### config.mk
export PLATFORM = sky130hd
export DESIGN_NAME = ram_loader
export DESIGN_NICKNAME = d
export VERILOG_FILES = /design/src/rtl/ram_loader_pkg.sv /design/src/rtl/ram_loader.sv
export SDC_FILE = /design/constraint.sdc
export NUM_CORES = 1
export LEC_CHECK = 0
export ABC_AREA = 1
export BUFFER_PORTS_ARGS = -buffer_cell sky130_fd_sc_hd__buf_2
export CAP_MARGIN = 20
export CORE_MARGIN = 3
export CORE_UTILIZATION = 50
export CTS_CLUSTER_DIAMETER = 30
export DETAILED_ROUTE_END_ITERATION = 6
export HOLD_SLACK_MARGIN = 0.08
export PLACE_DENSITY = 0.78
export REMOVE_ABC_BUFFERS = 1
export SLEW_MARGIN = 10
export SYNTH_ARGS = -nofsm -noshare
export SYNTH_HDL_FRONTEND = slang
export SYNTH_SLANG_ARGS = --single-unit
### constraint.sdc
create_clock -name clk -period 2.65 [get_ports clk]
set_input_delay 0.795 -clock clk [delete_from_list [all_inputs] [get_ports clk]]
set_output_delay 0.795 -clock clk [all_outputs]
set_load 0.005 [all_outputs]
### src/rtl/ram_loader_pkg.sv
// Shared definitions for the RAM loader: default widths and FSM state encoding.
// Pure declarations, no logic.
// Imported by ram_loader.
package ram_loader_pkg;

  localparam int AW_DEF    = 4;
  localparam int DW_DEF    = 8;
  localparam int DEPTH_DEF = 1 << AW_DEF;

  typedef enum logic [2:0] {
    ST_IDLE   = 3'd0,
    ST_RECV   = 3'd1,
    ST_WRITE  = 3'd2,
    ST_VERIFY = 3'd3,
    ST_FIN    = 3'd4
  } loader_state_t;

endpackage

### src/rtl/ram_loader.sv
// Streams bytes from a valid/ready source into consecutive RAM words, holding the CPU in prog mode.
// Latency: byte accepted cycle N -> mem_we cycle N+1 (readback compare N+2 with verify); 1 word/2 cycles (3 with verify).
// Backpressure: in_ready only in RECV; source may stall indefinitely. Readback verify: RAM_LOADER_VERIFY_EN.
import ram_loader_pkg::*;

module ram_loader #(
  parameter int AW = AW_DEF,
  parameter int DW = DW_DEF
) (
  input  logic          clk,
  input  logic          rst_n,
  input  logic          start,
  input  logic [AW-1:0] base,
  input  logic [AW-1:0] len,
  input  logic          in_valid,
  input  logic [DW-1:0] in_data,
  output logic          in_ready,
  output logic          mem_we,
  output logic [AW-1:0] mem_addr,
  output logic [DW-1:0] mem_wdata,
  input  logic [DW-1:0] mem_rdata,
  output logic          prog,
  output logic          done,
  output logic          err,
  output logic [DW-1:0] csum
);

  loader_state_t r_state;
  logic [AW-1:0] r_addr;
  logic [AW-1:0] r_rem;      // words left incl. current; len=0 wraps to DEPTH naturally
  logic [DW-1:0] r_wdata;
  logic [DW-1:0] r_csum;
  logic          r_in_ready;
  logic          r_mem_we;
  logic          r_prog;
  logic          r_done;
  logic          r_err;
  logic          w_last;

  assign w_last = (r_rem == {{(AW-1){1'b0}}, 1'b1});

  // Single FSM: all outputs registered and updated on the transition into each state
  always_ff @(posedge clk or negedge rst_n) begin
    if (!rst_n) begin
      r_state    <= ST_IDLE;
      r_addr     <= '0;
      r_rem      <= '0;
      r_wdata    <= '0;
      r_csum     <= '0;
      r_in_ready <= 1'b0;
      r_mem_we   <= 1'b0;
      r_prog     <= 1'b0;
      r_done     <= 1'b0;
      r_err      <= 1'b0;
    end else begin
      r_mem_we <= 1'b0;
      r_done   <= 1'b0;
      case (r_state)
        ST_IDLE: begin
          if (start) begin
            r_addr     <= base;
            r_rem      <= len;
            r_csum     <= '0;
            r_err      <= 1'b0;
            r_prog     <= 1'b1;
            r_in_ready <= 1'b1;
            r_state    <= ST_RECV;
          end
        end
        ST_RECV: begin
          if (in_valid) begin
            r_wdata    <= in_data;
            r_csum     <= r_csum + in_data;
            r_in_ready <= 1'b0;
            r_mem_we   <= 1'b1;
            r_state    <= ST_WRITE;
          end
        end
`ifdef RAM_LOADER_VERIFY_EN
        ST_WRITE: begin
          r_state <= ST_VERIFY;
        end
        ST_VERIFY: begin
          if (mem_rdata != r_wdata) begin
            r_err   <= 1'b1;
            r_prog  <= 1'b0;
            r_done  <= 1'b1;
            r_state <= ST_FIN;
          end else if (w_last) begin
            r_prog  <= 1'b0;
            r_done  <= 1'b1;
            r_state <= ST_FIN;
          end else begin
            r_addr     <= r_addr + 1'b1;
            r_rem      <= r_rem - 1'b1;
            r_in_ready <= 1'b1;
            r_state    <= ST_RECV;
          end
        end
`else
        ST_WRITE: begin
          if (w_last) begin
            r_prog  <= 1'b0;
            r_done  <= 1'b1;
            r_state <= ST_FIN;
          end else begin
            r_addr     <= r_addr + 1'b1;
            r_rem      <= r_rem - 1'b1;
            r_in_ready <= 1'b1;
            r_state    <= ST_RECV;
          end
        end
`endif
        ST_FIN: begin
          r_state <= ST_IDLE;
        end
        default: begin
          r_state    <= ST_IDLE;
          r_in_ready <= 1'b0;
          r_prog     <= 1'b0;
        end
      endcase
    end
  end

  assign in_ready  = r_in_ready;
  assign mem_we    = r_mem_we;
  assign mem_addr  = r_addr;
  assign mem_wdata = r_wdata;
  assign prog      = r_prog;
  assign done      = r_done;
  assign csum      = r_csum;

`ifdef RAM_LOADER_VERIFY_EN
  assign err = r_err;
`else
  // Without readback there is nothing to flag; the register folds away
  logic w_unused_rdata;
  assign w_unused_rdata = ^{mem_rdata, r_err};
  assign err = 1'b0;
`endif

endmodule

==> results.md <==
* Outcome: finished, final reports clean
* Post-synthesis cell type count at 30
* Share of cells above drive strength 1 at between 20% and 30%
* Synth Instances at 220
* Maximum vdd drop at roughly 0.47 mV
* First-pass GRT wire length at approximately 6000 um
* Clock Tree Buf Depth at 2
* GRT Residual Overflow at 0
* Hold Violations, Final at 0
* Final period utilization at roughly 65%
* Num rows at 21
* Antenna violations before repair at 0
* Crit end category: flip-flop
* Die Area at between 0.004 and 0.005 sq mm
* Critical-path cell list: buf_2, ha_1, fa_1, nand2_1, nand3_1, nand2_1, nand2_1, o21ai_0
* RSZ-0062 raised after global routing: no
* Largest net degree at the start of global routing at 32
* Most common cell after layout, fill and taps aside: nand2_1
* Vias per inst at 4.80
* CTS buffer count at 5
* TNS Setup at 0 ns
* Sequential area share after synthesis at between 40% and 50%
* Clock sink total at 31
* Clock skew at about 0.018 ns
* Most frequent cells in the layout: 89 x nand2_1, 43 x buf_2, 31 x dfrtp_1, 19 x inv_1, 13 x nand3_1
* Max-cap violations at 0
* Worst hold-check path type: in2async
* Final core utilization at between 60% and 70%
* DRC at 0
* Cell Area, Synth at roughly 0.0018 sq mm
* Synth-to-layout area growth at 18.6%
* Chip width at around 66 um
* CP Max Fanout at 3
* Antenna Cells at 0
* CP Buf/Inv Count at 1
* Port bufs at 43
* Gr usage total at between 15 and 20%
* Arr. time, crit path at ~2 ns
* Top-Level Pins at 53
* Slew Viols, Final at 0
* Placed instance count at 306
* Die Y at about 66 um
* Starting DRC count in detailed routing at 74
* H-tree levels at 2
* HPWL after DPL at 2620 um
* Min cycle time layout at ~1.7 ns
* Setup Fix Bufs, Post-CTS at 0
* Synth Area per Inst at slightly above 8 sq um
* Vias at 1507
* NumNets Final at around 310
* Crit-path most repeated cell: nand2_1
* Worst slew margin at 55.2%
* GP Congestion at 0.849
* Multi-input combinational cell area at around 910 sq um
* Post-Route WL at around 3500 um
* Final std cells w/o fill at around 310
* Crit path kind: in2reg
* Yosys warning count at 0
* Root buf cell: clkbuf_4
* Detailed Routing Iterations Pass 1 at 4
* TritonCTS clock tree: yes
* Flops & latches, synth at 31
* Final Setup Violations at 0
* Ratio of total power to cell area at approximately 1100 mW/mm^2
* Clock Latency Late Sink at between 0.3 and 0.4 ns
* Hold WS at 0.471 ns
* Delay-heaviest family, CP: adder cells
* Vias in the first global route at approximately 1300
* Slew @ Worst Pin at 0.672 ns
* Register area at 776 sq um
* DR WL/cell at 11.0 um
* Core Box Area at around 0.0034 sq mm
* DRT antenna net count at 0
* Critical path data required time at about 2.9 ns
* Crit-path slowest cell: fa_1
* Clk slew on worst S/H paths at between 0.1 and 0.15 ns
* Slowest stage delay, CP at 0.43 ns
* Leak pwr at 1.24 nW
* Setup crit start kind: input pin
* Initial Utilization at around 53%
* Fillers at 317
* # resized after CTS at 0
* Achievable clock frequency at just under 0.6 GHz
* # hold bufs at CTS at 0
## state kept, by name (all words and copies together) (netlist names), 3 cells and up
| signal | count |
|---|---|
| csum | 8 |
| mem_addr | 4 |
| mem_wdata | 8 |
| r_rem | 4 |
| r_state | 3 |
## layer usage
layer,wire [um],track usage (%),vias up
met5,0,0,-
met4,45,5.33,0
met3,191,6.12,6
met2,1480,26.5,28
met1,1740,25.3,682
li1,-,-,791
## worst paths after layout
kind | slack [ns] | end | start | depth (start not counted)
max | 0.92 | csum[4] | in_data[0] | 8
min | 0.47 | r_rem[2] | rst_n | 1
max reg2reg | 1.03 | mem_addr[1] | r_rem[1] | 7
min reg2reg | 0.48 | mem_wdata[5] | mem_wdata[5] | 2
max in group asynchronous | 1.73 | mem_wdata[7] | rst_n | 1
min in group clk | 0.48 | mem_wdata[5] | mem_wdata[5] | 2
## report_power, final
part,internal [mW],switching (mW),total (mW)
registers,0.670,0.154,0.824
logic,0.449,0.638,1.09
clock network,0.223,0.170,0.393
total,1.34,0.963,2.30
## per-stage QoR
step | cell area, sq um | worst slack, ns | power (mW)
final | 2140 | 0.915 | 2.30
after global routing | 2140 | 0.833 | 2.54
after global placement | 2050 | 0.592 | 1.90
after floorplan | 1770 | 0.796 | 1.58
after CTS | 2140 | 0.904 | 2.33
after detailed placement | 2050 | 0.560 | 1.93
## final cells by class
class / count / share of cell area (%)
inverters: 22 / 3.98
well taps: 46 / 2.69
multi-input cells: 163 / 42.6
clock inverters: 2 / 1.64
repair buffers: 44 / 10.4
flip-flops and latches: 31 / 36.3
clock buffers: 6 / 2.40
## synth_stat cells
library cell / instances / area (sq um)
nand2_1: 89 / 334
dfrtp_1: 31 / 776
inv_1: 19 / 71.3
nand3_1: 13 / 65.1
ha_1: 10 / 125
o21ai_0: 10 / 50.1
nor2_1: 8 / 30.0
a21oi_1: 4 / 20.0
nand4_1: 4 / 25.0
nor2_4: 3 / 33.8
o21ai_2: 3 / 26.3
xnor2_1: 3 / 26.3
buf_4: 2 / 15.0
inv_2: 2 / 7.51
nand2_4: 2 / 22.5
nand3_2: 2 / 20.0
xor2_1: 2 / 17.5
a21oi_2: 1 / 8.76
buf_2: 1 / 5.00
buf_6: 1 / 11.3
conb_1: 1 / 3.75
fa_1: 1 / 20.0
inv_4: 1 / 6.26
nand2_2: 1 / 6.26
nand3_4: 1 / 17.5
nor2_2: 1 / 6.26
nor2_8: 1 / 20.0
o211ai_4: 1 / 21.3
o21a_1: 1 / 7.51
o21ai_1: 1 / 5.00
## cells by family (layout without fill, tap and decap cells)
family                     Yosys count  after routing  share of synthesized area (%)
and+or+nand+nor                    125            125                           32.2
DFF                                 31             31                           43.0
xor gates and xnor gates             5              5                           2.43
AOI/OAI and AO/OA                   21             21                           7.70
adders and majority gates           11             11                           8.04
buffers and inverters               26             74                           6.45
other                                1              1                          0.208
## worst register-to-register path, cell delays in order, from the launching register on
cell,delay (ns)
dfrtp_1,0.35
inv_1,0.09
ha_1,0.19
nand3_1,0.18
nor2_4,0.05
nor2_2,0.34
o21ai_0,0.16
o21a_1,0.13
Power figures use the tool's default switching activity.
